--- config.mk ---
export PLATFORM = sky130hd
export DESIGN_NAME = aes_mix_columns_seq
export DESIGN_NICKNAME = d
export VERILOG_FILES = /design/src/rtl/aes_pkg.sv /design/src/rtl/aes_mixcol_column.sv /design/src/rtl/aes_mix_columns_seq.sv
export SDC_FILE = /design/constraint.sdc
export NUM_CORES = 1
export LEC_CHECK = 0
export CORE_UTILIZATION = 48
export DETAILED_ROUTE_END_ITERATION = 6
export HOLD_SLACK_MARGIN = 0.15
export PLACE_DENSITY = 0.8
export REMOVE_ABC_BUFFERS = 1
export SLEW_MARGIN = 10
export SYNTH_ARGS = -nofsm -noshare
export SYNTH_HDL_FRONTEND = slang
export SYNTH_SLANG_ARGS = --single-unit
--- constraint.sdc ---
create_clock -name clk -period 3.2 [get_ports clk]
set_input_delay 0.64 -clock clk [delete_from_list [all_inputs] [get_ports clk]]
set_output_delay 0.64 -clock clk [all_outputs]
set_load 0.02 [all_outputs]
--- src/rtl/aes_pkg.sv ---
// rtl/aes_pkg.sv - GF(2^8) helpers, state/column types and FSM states for MixColumns
package aes_pkg;

  localparam logic [7:0] AES_IRR_POLY = 8'h1B;

  typedef logic [7:0] byte_t;
  typedef byte_t [3:0] column_t;

  typedef enum logic [1:0] {IDLE, BUSY, DONE} state_e;

  function automatic byte_t xtime(input byte_t a);
    return {a[6:0], 1'b0} ^ (a[7] ? AES_IRR_POLY : 8'h00);
  endfunction

  function automatic byte_t gf_mul2(input byte_t a);
    return xtime(a);
  endfunction

  function automatic byte_t gf_mul3(input byte_t a);
    return xtime(a) ^ a;
  endfunction

  // Inverse coefficients are sums of a, 2a, 4a and 8a built from chained xtime.
  function automatic byte_t gf_mul9(input byte_t a);
    return xtime(xtime(xtime(a))) ^ a;
  endfunction

  function automatic byte_t gf_mulb(input byte_t a);
    return xtime(xtime(xtime(a))) ^ xtime(a) ^ a;
  endfunction

  function automatic byte_t gf_muld(input byte_t a);
    return xtime(xtime(xtime(a))) ^ xtime(xtime(a)) ^ a;
  endfunction

  function automatic byte_t gf_mule(input byte_t a);
    return xtime(xtime(xtime(a))) ^ xtime(xtime(a)) ^ xtime(a);
  endfunction

endpackage

--- src/rtl/aes_mixcol_column.sv ---
// rtl/aes_mixcol_column.sv - combinational single-column MixColumns
// Inverse datapath only exists when AES_INV_MIXCOL_EN is defined.
module aes_mixcol_column
  import aes_pkg::*;
(
  input  column_t col_in,
  input  logic    inv,
  output column_t col_out
);

  function automatic byte_t fwd_row(input byte_t s0, input byte_t s1, input byte_t s2,
                                    input byte_t s3);
    return gf_mul2(s0) ^ gf_mul3(s1) ^ s2 ^ s3;
  endfunction

`ifdef AES_INV_MIXCOL_EN
  function automatic byte_t inv_row(input byte_t s0, input byte_t s1, input byte_t s2,
                                    input byte_t s3);
    return gf_mule(s0) ^ gf_mulb(s1) ^ gf_muld(s2) ^ gf_mul9(s3);
  endfunction

  always_comb begin
    if (inv) begin
      col_out[0] = inv_row(col_in[0], col_in[1], col_in[2], col_in[3]);
      col_out[1] = inv_row(col_in[1], col_in[2], col_in[3], col_in[0]);
      col_out[2] = inv_row(col_in[2], col_in[3], col_in[0], col_in[1]);
      col_out[3] = inv_row(col_in[3], col_in[0], col_in[1], col_in[2]);
    end else begin
      col_out[0] = fwd_row(col_in[0], col_in[1], col_in[2], col_in[3]);
      col_out[1] = fwd_row(col_in[1], col_in[2], col_in[3], col_in[0]);
      col_out[2] = fwd_row(col_in[2], col_in[3], col_in[0], col_in[1]);
      col_out[3] = fwd_row(col_in[3], col_in[0], col_in[1], col_in[2]);
    end
  end
`else
  logic unused_inv;
  assign unused_inv = inv;

  always_comb begin
    col_out[0] = fwd_row(col_in[0], col_in[1], col_in[2], col_in[3]);
    col_out[1] = fwd_row(col_in[1], col_in[2], col_in[3], col_in[0]);
    col_out[2] = fwd_row(col_in[2], col_in[3], col_in[0], col_in[1]);
    col_out[3] = fwd_row(col_in[3], col_in[0], col_in[1], col_in[2]);
  end
`endif

endmodule

--- src/rtl/aes_mix_columns_seq.sv ---
// rtl/aes_mix_columns_seq.sv - handshaked in-place MixColumns, COLS_PER_CYCLE columns per clock
// Define AES_INV_MIXCOL_EN to honour the inv input (InvMixColumns).
module aes_mix_columns_seq
  import aes_pkg::*;
#(
  parameter int COLS_PER_CYCLE = 1
) (
  input  logic         clk,
  input  logic         rst,
  input  logic         in_valid,
  output logic         in_ready,
  input  logic [127:0] in_data,
  input  logic         inv,
  output logic         out_valid,
  input  logic         out_ready,
  output logic [127:0] out_data,
  output logic         busy
);

  localparam int NUM_STEPS = 4 / COLS_PER_CYCLE;
  localparam logic [1:0] IDX_STEP = 2'(COLS_PER_CYCLE);
  localparam logic [1:0] LAST_IDX = 2'((NUM_STEPS - 1) * COLS_PER_CYCLE);

  if (COLS_PER_CYCLE != 1 && COLS_PER_CYCLE != 2 && COLS_PER_CYCLE != 4) begin : g_bad_cols
    $error("COLS_PER_CYCLE must be 1, 2 or 4");
  end

  state_e       fsm_q, fsm_d;
  logic [127:0] blk_q, blk_d;
  logic [1:0]   col_idx_q, col_idx_d;
  logic         inv_q, inv_d;
  logic         in_ready_q, out_valid_q, busy_q;

  column_t    col_in  [COLS_PER_CYCLE];
  column_t    col_out [COLS_PER_CYCLE];
  logic [1:0] col_sel [COLS_PER_CYCLE];

  for (genvar k = 0; k < COLS_PER_CYCLE; k++) begin : g_col
    assign col_sel[k] = col_idx_q + 2'(k);
    assign col_in[k]  = blk_q[32*col_sel[k] +: 32];

    aes_mixcol_column u_col (
      .col_in (col_in[k]),
      .inv    (inv_q),
      .col_out(col_out[k])
    );
  end

`ifndef AES_INV_MIXCOL_EN
  logic unused_inv;
  assign unused_inv = inv;
`endif

  always_comb begin
    fsm_d     = fsm_q;
    blk_d     = blk_q;
    col_idx_d = col_idx_q;
    inv_d     = inv_q;
    case (fsm_q)
      IDLE: begin
        if (in_valid && in_ready_q) begin
          blk_d     = in_data;
          col_idx_d = 2'd0;
`ifdef AES_INV_MIXCOL_EN
          inv_d     = inv;
`else
          inv_d     = 1'b0;
`endif
          fsm_d     = BUSY;
        end
      end
      BUSY: begin
        for (int k = 0; k < COLS_PER_CYCLE; k++) begin
          blk_d[32*col_sel[k] +: 32] = col_out[k];
        end
        col_idx_d = col_idx_q + IDX_STEP;
        if (col_idx_q == LAST_IDX) fsm_d = DONE;
      end
      DONE: begin
        if (out_ready) fsm_d = IDLE;
      end
      default: fsm_d = IDLE;
    endcase
  end

  // Handshake outputs are registered from the next FSM state.
  always_ff @(posedge clk) begin
    if (!rst) begin
      fsm_q       <= IDLE;
      blk_q       <= '0;
      col_idx_q   <= '0;
      inv_q       <= 1'b0;
      in_ready_q  <= 1'b1;
      out_valid_q <= 1'b0;
      busy_q      <= 1'b0;
    end else begin
      fsm_q       <= fsm_d;
      blk_q       <= blk_d;
      col_idx_q   <= col_idx_d;
      inv_q       <= inv_d;
      in_ready_q  <= (fsm_d == IDLE);
      out_valid_q <= (fsm_d == DONE);
      busy_q      <= (fsm_d == BUSY);
    end
  end

  assign in_ready  = in_ready_q;
  assign out_valid = out_valid_q;
  assign busy      = busy_q;
  assign out_data  = blk_q;

endmodule

# Yosys cells after proc, flatten, opt, wreduce, memory -nomap -nowiden
# Cells that the tools add are included.
# op_classes
addsub,2
n_mul,0
div_mod_pow,0
n_lt_le_gt_ge,0
eq_ne,6
shifts,3
mux,13
bitwise,20
n_reduce_logical,5
# ops
op,n
$pmux 128 s2,1
$xor 8x8->8,20
$bwmux 128,1
$mux 128,1
$shift 32x34->128 const A,1
$shiftx 128x8->32,1
$shiftx 32x34->128,1
$neg 7->34,1
$mux 5,4
$mux 2,4
$eq 2x2->1 const B,3
$pmux 2 s3,1
$eq 2x1->1 const B,2
$logic_not 2->1,2
$pmux 2 s2,1
$add 2x1->2 const B,1
$ne 2x2->1 const B,1
$reduce_and 2->1,1
$reduce_bool 2->1,1
$logic_and 1x1->1,1
# totals
register_bits,135
latch_bits,0
mem_bits_rw,0
romBits,0
input_bits,133
out_inout_bits,131
elab_cells,55
mem_count,0

# Depth between registers and ports, before layout
# Gate-level depths: netlist (run 1).
# logic_depth
word_depth,10
depth_mapped,10
depth_no_buf,6

# Hierarchy
# From an unflattened synthesis (run 1), not the netlist that was laid out.
# hier_totals
cells_unflattened,840
area_unflattened_um2,9208.8
# by_module_without_submodules
mod,n_inst,cells_per_inst,area_each_um2,seq_area_each_um2
aes_mix_columns_seq,1,767,7938.9,2702.6
aes_mixcol_column,1,73,1270.0,0.0

# Worst setup path before layout (run 1)
# OpenSTA, ideal clock, no wires.
# synth_path
path_type,reg-to-reg
from,register col_idx_q[0]
to,"register blk_q[76], in the netlist out_data[76]"
t_arrival_ns,2.317
path_slack_ns,0.804
stages_incl_launch_ff,10
path_buffers,3
period_less_slack_ns,2.396
path_cell_list,dfxtp_1 buf_6 buf_6 inv_1 ha_1 nand3b_1 nor4b_1 clkbuf_1 a211oi_1 a211oi_2
# synth_between
elab_chain_cells,10
elab_cells_between_ends,30
# synth_rtl
item,line,rtl
start: declaration,aes_mix_columns_seq.sv:30,"logic [1:0] col_idx_q, col_idx_d;"
start signal: assignment,aes_mix_columns_seq.sv:99,col_idx_q <= col_idx_d;
$shiftx 128x8->32,aes_mix_columns_seq.sv:40,assign col_in[k] = blk_q[32*col_sel[k] +: 32];
$mux 5,aes_pkg.sv:12,"return {a[6:0], 1'b0} ^ (a[7] ? AES_IRR_POLY : 8'h00);"
$xor 8x8->8,aes_pkg.sv:12,
$xor 8x8->8,aes_pkg.sv:20,return xtime(a) ^ a;
$xor 8x8->8 (3 in a row),aes_mixcol_column.sv:13,return gf_mul2(s0) ^ gf_mul3(s1) ^ s2 ^ s3;
$shiftx 32x34->128,aes_mix_columns_seq.sv:74,blk_d[32*col_sel[k] +: 32] = col_out[k];
$bwmux 128 *,aes_mix_columns_seq.sv:74,
$pmux 128 s2 *,aes_mix_columns_seq.sv:59,case (fsm_q)
end signal: assignment,aes_mix_columns_seq.sv:98,blk_q <= blk_d;
end: declaration,aes_mix_columns_seq.sv:29,"logic [127:0] blk_q, blk_d;"
# Mark *: on every way between the ends. The rest lies on a longest branch, timed or not.
# A chain may end at the register's enable or synchronous reset.

# Final worst setup path (run 1)
# layout_path
from,register col_idx_q[0]
to,"register blk_q[75], in the netlist out_data[75]"
# The elaborated chain is that of the path after synthesis.

==> reports/results.tsv, run 1 <==
metric	value	unit
outcome	complete, no violations	
ys_seq_area_share	30.5	%
hold_viol	0	
required	3540	ps
skew	10.5	ps
cts_setup_buffers	0	
h-tree-depth	4	
setup_slack	256	ps
fin_area	12400	um2
worstPathArrival	3280	ps
wire_per_inst	24.0	um
ir_drop	0.423	mV
crit_chain	inv_1 > ha_1 > nand3b_1 > nor4b_2 > buf_4 > a211oi_1 > a211oi_1	
fp.dieH	138	um
synth_area_leaders	dfxtp_1 (31%), a211oi_1 (20%), xnor3_1 (8.9%)	
core	18000	um2
clkLatencyLatePin	440	ps
drcViolationCount	0	
use_met3	6.03	%
cts_resized	0	
num_vias	9071	
fin_nets	1244	
hp-start	out_data[58]$_SDFFE_PN0P_	
area.growth.synth_to_final	40.5	%
setup.worst_path.start	col_idx_q[0]$_SDFFE_PN0P_	
overflow	0	
worstSetupPathType	reg2reg	
crit_fanout	25	
yosysTopAreaCellShare	30.5	%
die_x	138	um
dr.pass1.iters	5	
grtUsageMet2	56.4	%
worstMarginPinSlew	744	ps
grtUsageMet1	43.2	%
switchingPower	0.00388	W
yosysWarnings	0	
cts_tree	yes	
rsz0062_at_grt	false	
worstSetupEndpointType	register	
fin_crit_sh	92.0	%
report.final.slew_viol_count	0	
rows	49	
final_layout_size_suffix_gt1_share	13.3	%
clkSinkCount	135	
pwr-share-seq	23.3	%
critPathLaunchType	register	
post_dp_cell_area	11800	um2
switching_share	39.3	%
hold_ws	565	ps
hold_buffers	0	
combPwrFrac	53.2	%
postRouteAntennaNets	0	
cpMostUsedCell	a211oi_1	
cts_buffers	17	
max_clock_freq	0.340	GHz
synthCells	897	
dp_hpwl	21.2	mm
drt_wl_total	32.3	mm
period_needed	2940	ps
clk_pin_slew	60	ps
grt_use_total	34.5	%
ios	264	
portBuffers	262	
ys_ff_latch	135	
drv_cap	0	
clock_power_share	23.5	%
pre_cts_ws	377	ps
dieArea	19000	um2
initial_utilization	49.1	%
grt.busiest_layer	met2	
syn_avg_cell_area	9.87	um2
slew_headroom	50.3	%
setup_violations	0	
drt_iter0_markers	912	
grt_pass1_wl	49.1	mm
powerDensity	793	nW/um2
root_buffer	clkbuf_16	
r2r_start	col_idx_q[0]$_SDFFE_PN0P_	
synth_cell_types	34	
slowest_delay	710	ps
grt_antenna_before_repair	1	
place.gp.congestion	0.837	
clock_path_buffers	2	
grt_pass1_vias	8777	
worstHoldPathType	reg2reg	
leakagePower	4.41	nW
power.internal	0.00599	W
via_per_inst	6.72	
cpMaxStageDelayCell	dfxtp_2	
synth_area_leader_cell	dfxtp_1	
synth.cell_area	8860	um2
grt_max_degree	101	
[power by group through the flow]
stage / clock, W / sequential (W) / combinational, W
5_1_grt: 0.00239 / 0.00233 / 0.00552
3_5_place_dp: 0 / 0.00231 / 0.00515
6_report: 0.00232 / 0.00230 / 0.00525
2_1_floorplan: 0 / 0.00264 / 0.00303
4_1_cts: 0.00231 / 0.00229 / 0.00521
3_3_place_gp: 0 / 0.00231 / 0.00509
[final timing paths]
check                                            endpoint  slack [ps]  cells after the start
worst min register to register  out_data[58]$_SDFFE_PN0P_         570                      2
worst max-delay path            out_data[75]$_SDFFE_PN0P_         260                      7
worst max register to register  out_data[75]$_SDFFE_PN0P_         260                      7
worst min-delay path            out_data[58]$_SDFFE_PN0P_         570                      2
[cell type report]
| class | count | area (um2) |
|---|---|---|
| Multi-Input combinational cell | 653 | 5780 |
| Clock inverter | 11 | 220 |
| Timing Repair Buffer | 296 | 2980 |
| Inverter | 4 | 15.0 |
| Fill cell | 1343 | 5580 |
| Sequential cell | 135 | 2710 |
| Tap cell | 229 | 287 |
| Antenna cell | 1 | 2.50 |
| Clock buffer | 21 | 460 |
[metrics by stage]
stage	utilization [%]	std cells	total power [W]	setup TNS (ps)
6_report	69.0	1350	0.00987	0
5_1_grt	69.0	1350	0.0102	0
4_1_cts	69.0	1349	0.00980	0
3_5_place_dp	65.3	1317	0.00746	0
3_3_place_gp	65.3	1317	0.00740	0
2_1_floorplan	-	792	0.00567	-484540
[registers in the layout, summed over array words and instances, names as in the netlist]
| name | flops |
|---|---|
| out_data | 128 |
| col_idx_q | 2 |
| fsm_q | 2 |
| busy | 1 |
| in_ready | 1 |
| out_valid | 1 |
[synth_stat cells, drive strengths merged]
cell type  instances
a211oi           256
dfxtp            135
a21oi            133
o21ai            130
clkbuf            96
xnor3             38
mux4              32
xor2              18
xnor2             10
buf                9
xor3               6
nand2              5
a21o               4
ha                 4
inv                4
nand3b             3
nor4b              3
and3b              2
nor2               2
o21a               2
a21boi             1
nand2b             1
nor3               1
nor3b              1
o311a              1
[worst max-delay path: cells and delay by family, from the launching register on]
kind	cells	cell delay (ps)
fa+ha+maj	1	440
flops	1	710
compound gates	2	440
simple gates	2	530
buf+inv	2	720
[cells by family (layout without fill, tap and decap cells)]
family                   Yosys count  count (layout)  synth area share (%)
other                              0               1                     0
XOR/XNOR                          72              72                  15.8
multiplexers                      32              32                  8.14
adder cells (fa/ha/maj)            4               4                 0.565
flip-flops                       135             135                  30.5
AND/OR/NAND/NOR                   18              18                  1.33
AO/OA/AOI/OAI                    527             527                  38.5
buffers and inverters            109             332                  5.17
[layer usage]
metal | up-vias | wire length, um | share of wire, %
met5 | - | 0 | 0
li1 | 4008 | - | -
met2 | 604 | 15500 | 48
met3 | 115 | 3020 | 9.3
met4 | 0 | 1320 | 4.1
met1 | 4344 | 12500 | 39
[layout by cell type (no fill, tap or decap), types with 5 or more instances in the layout]
cell / count
o21ai_0: 130
xor3_1: 6
clkbuf_16: 17
clkdlybuf4s50_1: 261
nand2_1: 5
mux4_2: 32
xnor2_4: 5
bufinv_16: 6
a21oi_1: 129
buf_12: 8
xor2_2: 5
dfxtp_1: 133
a211oi_2: 21
xor2_1: 13
a211oi_1: 235
buf_4: 27
xnor3_1: 35
No activity file was read; power rests on OpenSTA's default activity.
==> run 2: changes to the inputs <==
Settings changed: MAX_ROUTING_LAYER set to met4.
==> run 2 against run 1 <==
  * Register-to-register slack barely moved
  * Largest cell class unchanged
  * Highest routed layer unchanged
  * Worst hold slack about the same
  * Worst setup slack better by 6.0 ps
  * Clock power barely moved
  * Die area unchanged
  * Clock skew fell by 1.9 ps
  * Power barely moved
==> reports/results.tsv, run 2 (synthesized netlist as in run 1, its figures left out) <==
metric	value	unit	change
hp-start	out_data[58]$_SDFFE_PN0P_		
crit_fanout	25		unchanged
fin_area	12400	um2	unchanged
worstSetupPathType	reg2reg		
clock_path_buffers	2		unchanged
cts_setup_buffers	0		unchanged
setup.worst_path.start	col_idx_q[0]$_SDFFE_PN0P_		
wire_per_inst	24.0	um	about the same
hold_viol	0		unchanged
core	18000	um2	unchanged
utilization	69.0	%	unchanged
cpMostUsedCell	a211oi_1		
nFillCells	1343		unchanged
report.final.slew_viol_count	0		unchanged
ios	264		unchanged
area.growth.synth_to_final	40.5	%	unchanged
rows	49		unchanged
critPathLaunchType	register		
grt_pass1_vias	8755		-0.25%
top_layer	met4		
powerDensity	793	nW/um2	about the same
cts_tree	yes		
layout_common_cells	clkdlybuf4s50_1 (261), a211oi_1 (235), dfxtp_1 (133)		
period_needed	2940	ps	-5.98 ps
grt_antenna_before_repair	1		unchanged
final_common_cell	clkdlybuf4s50_1		
drt_wl_total	32.4	mm	about the same
overflow	0		unchanged
drcViolationCount	0		unchanged
worstMarginPinSlew	744	ps	-0.174 ps
root_buffer	clkbuf_16		
rsz0062_at_grt	false		
die_x	138	um	unchanged
met3_length	3.20	mm	+5.7%
place.gp.congestion	0.850		+1.6%
post_dp_cell_area	11800	um2	unchanged
dp_hpwl	21.2	mm	unchanged
total_power	0.00987	W	about the same
ir_drop	0.424	mV	+0.27%
via_per_inst	6.75		+0.40%
multi_input_area	5780	um2	unchanged
drt_iter0_markers	884		-3.1%
worstHoldPathType	reg2reg		
largest_reg_flops	128		unchanged
r2r_start	col_idx_q[0]$_SDFFE_PN0P_		
grt_max_degree	101		unchanged
slowest_delay	710	ps	about the same
num_vias	9107		+0.40%
skew	8.58	ps	-1.94 ps
fp.dieH	138	um	unchanged
cts_resized	0		unchanged
final_layout_size_suffix_gt1_share	13.3	%	unchanged
dieArea	19000	um2	unchanged
required	3530	ps	about the same
hold_buffers	0		unchanged
dr.pass1.iters	5		unchanged
crit_chain	inv_1 > ha_1 > nand3b_1 > nor4b_2 > buf_4 > a211oi_1 > a211oi_1		
cpMaxStageDelayCell	dfxtp_2		
leakagePower	4.41	nW	unchanged
initial_utilization	49.1	%	unchanged
setup_violations	0		unchanged
worstPathArrival	3270	ps	about the same
max_clock_freq	0.340	GHz	+0.20%
clkLatencyLatePin	430	ps	about the same
fin_nets	1244		unchanged
regArea	2710	um2	unchanged
drv_cap	0		unchanged
slew_headroom	50.3	%	about the same
postRouteAntennaNets	0		unchanged
cts_buffers	17		unchanged
grt_pass1_wl	49.1	mm	about the same
wl_met1	12.5	mm	-0.37%
grt_use_total	35.6	%	+1.0 points
worstSetupEndpointType	register		
h-tree-depth	4		unchanged
clk_pin_slew	60	ps	about the same
fin_crit_sh	91.8	%	-0.19 points
portBuffers	262		unchanged
outcome	complete, no violations		
clkSinkCount	135		unchanged
dr_wl_met2	15.5	mm	-0.34%
==> run 2: cell counts in the layout (fill, tap and decap cells not counted) <==
No cell type changed its count.
==> run 2: final timing paths <==
path                               endpoint  slack (ps)  cells past startpoint
setup / recovery  out_data[75]$_SDFFE_PN0P_         260                      7
hold / removal    out_data[58]$_SDFFE_PN0P_         570                      2
setup reg to reg  out_data[75]$_SDFFE_PN0P_         260                      7
hold reg to reg   out_data[58]$_SDFFE_PN0P_         570                      2
==> run 2: stage by stage <==
stage                     hold WS [ps]  worst slack [ps]  std cells  TNS (ps)
after detailed placement           550               377       1317         0
after floorplan                    620             -4940        792   -484540
after global placement             546               412       1317         0
final                              565               262       1350         0
after CTS                          565               293       1349         0
after global routing               588               117       1350         0
==> run 2: area by class of cell <==
type	count	share of cell area, %
multi-input cells	653	46.4
inverters	4	0.121
diodes	1	0.0201
clock inverters	11	1.77
well taps	229	2.30
repair buffers	296	23.9
clock buffers	21	3.70
flip-flops and latches	135	21.7
==> run 2: layer usage <==
metal	up-vias	track usage (%)
met5	-	-
met4	0	19.0
met3	114	5.45
met2	626	56.6
met1	4359	43.5
li1	4008	-
==> run 2: critical path, delay by kind of cell (launching register included) <==
| family | cells | cell delay (ps) |
|---|---|---|
| flops | 1 | 710 |
| buf+inv | 2 | 700 |
| simple gates | 2 | 530 |
| compound gates | 2 | 450 |
| fa+ha+maj | 1 | 430 |
==> run 2: power breakdown <==
group	internal (W)	total (W)	switching [W]	leakage (nW)
sequential	0.00201	0.00230	0.000291	1.11
combinational	0.00247	0.00526	0.00278	2.96
clock	0.00151	0.00232	0.000810	0.331
total	0.00599	0.00987	0.00388	4.41
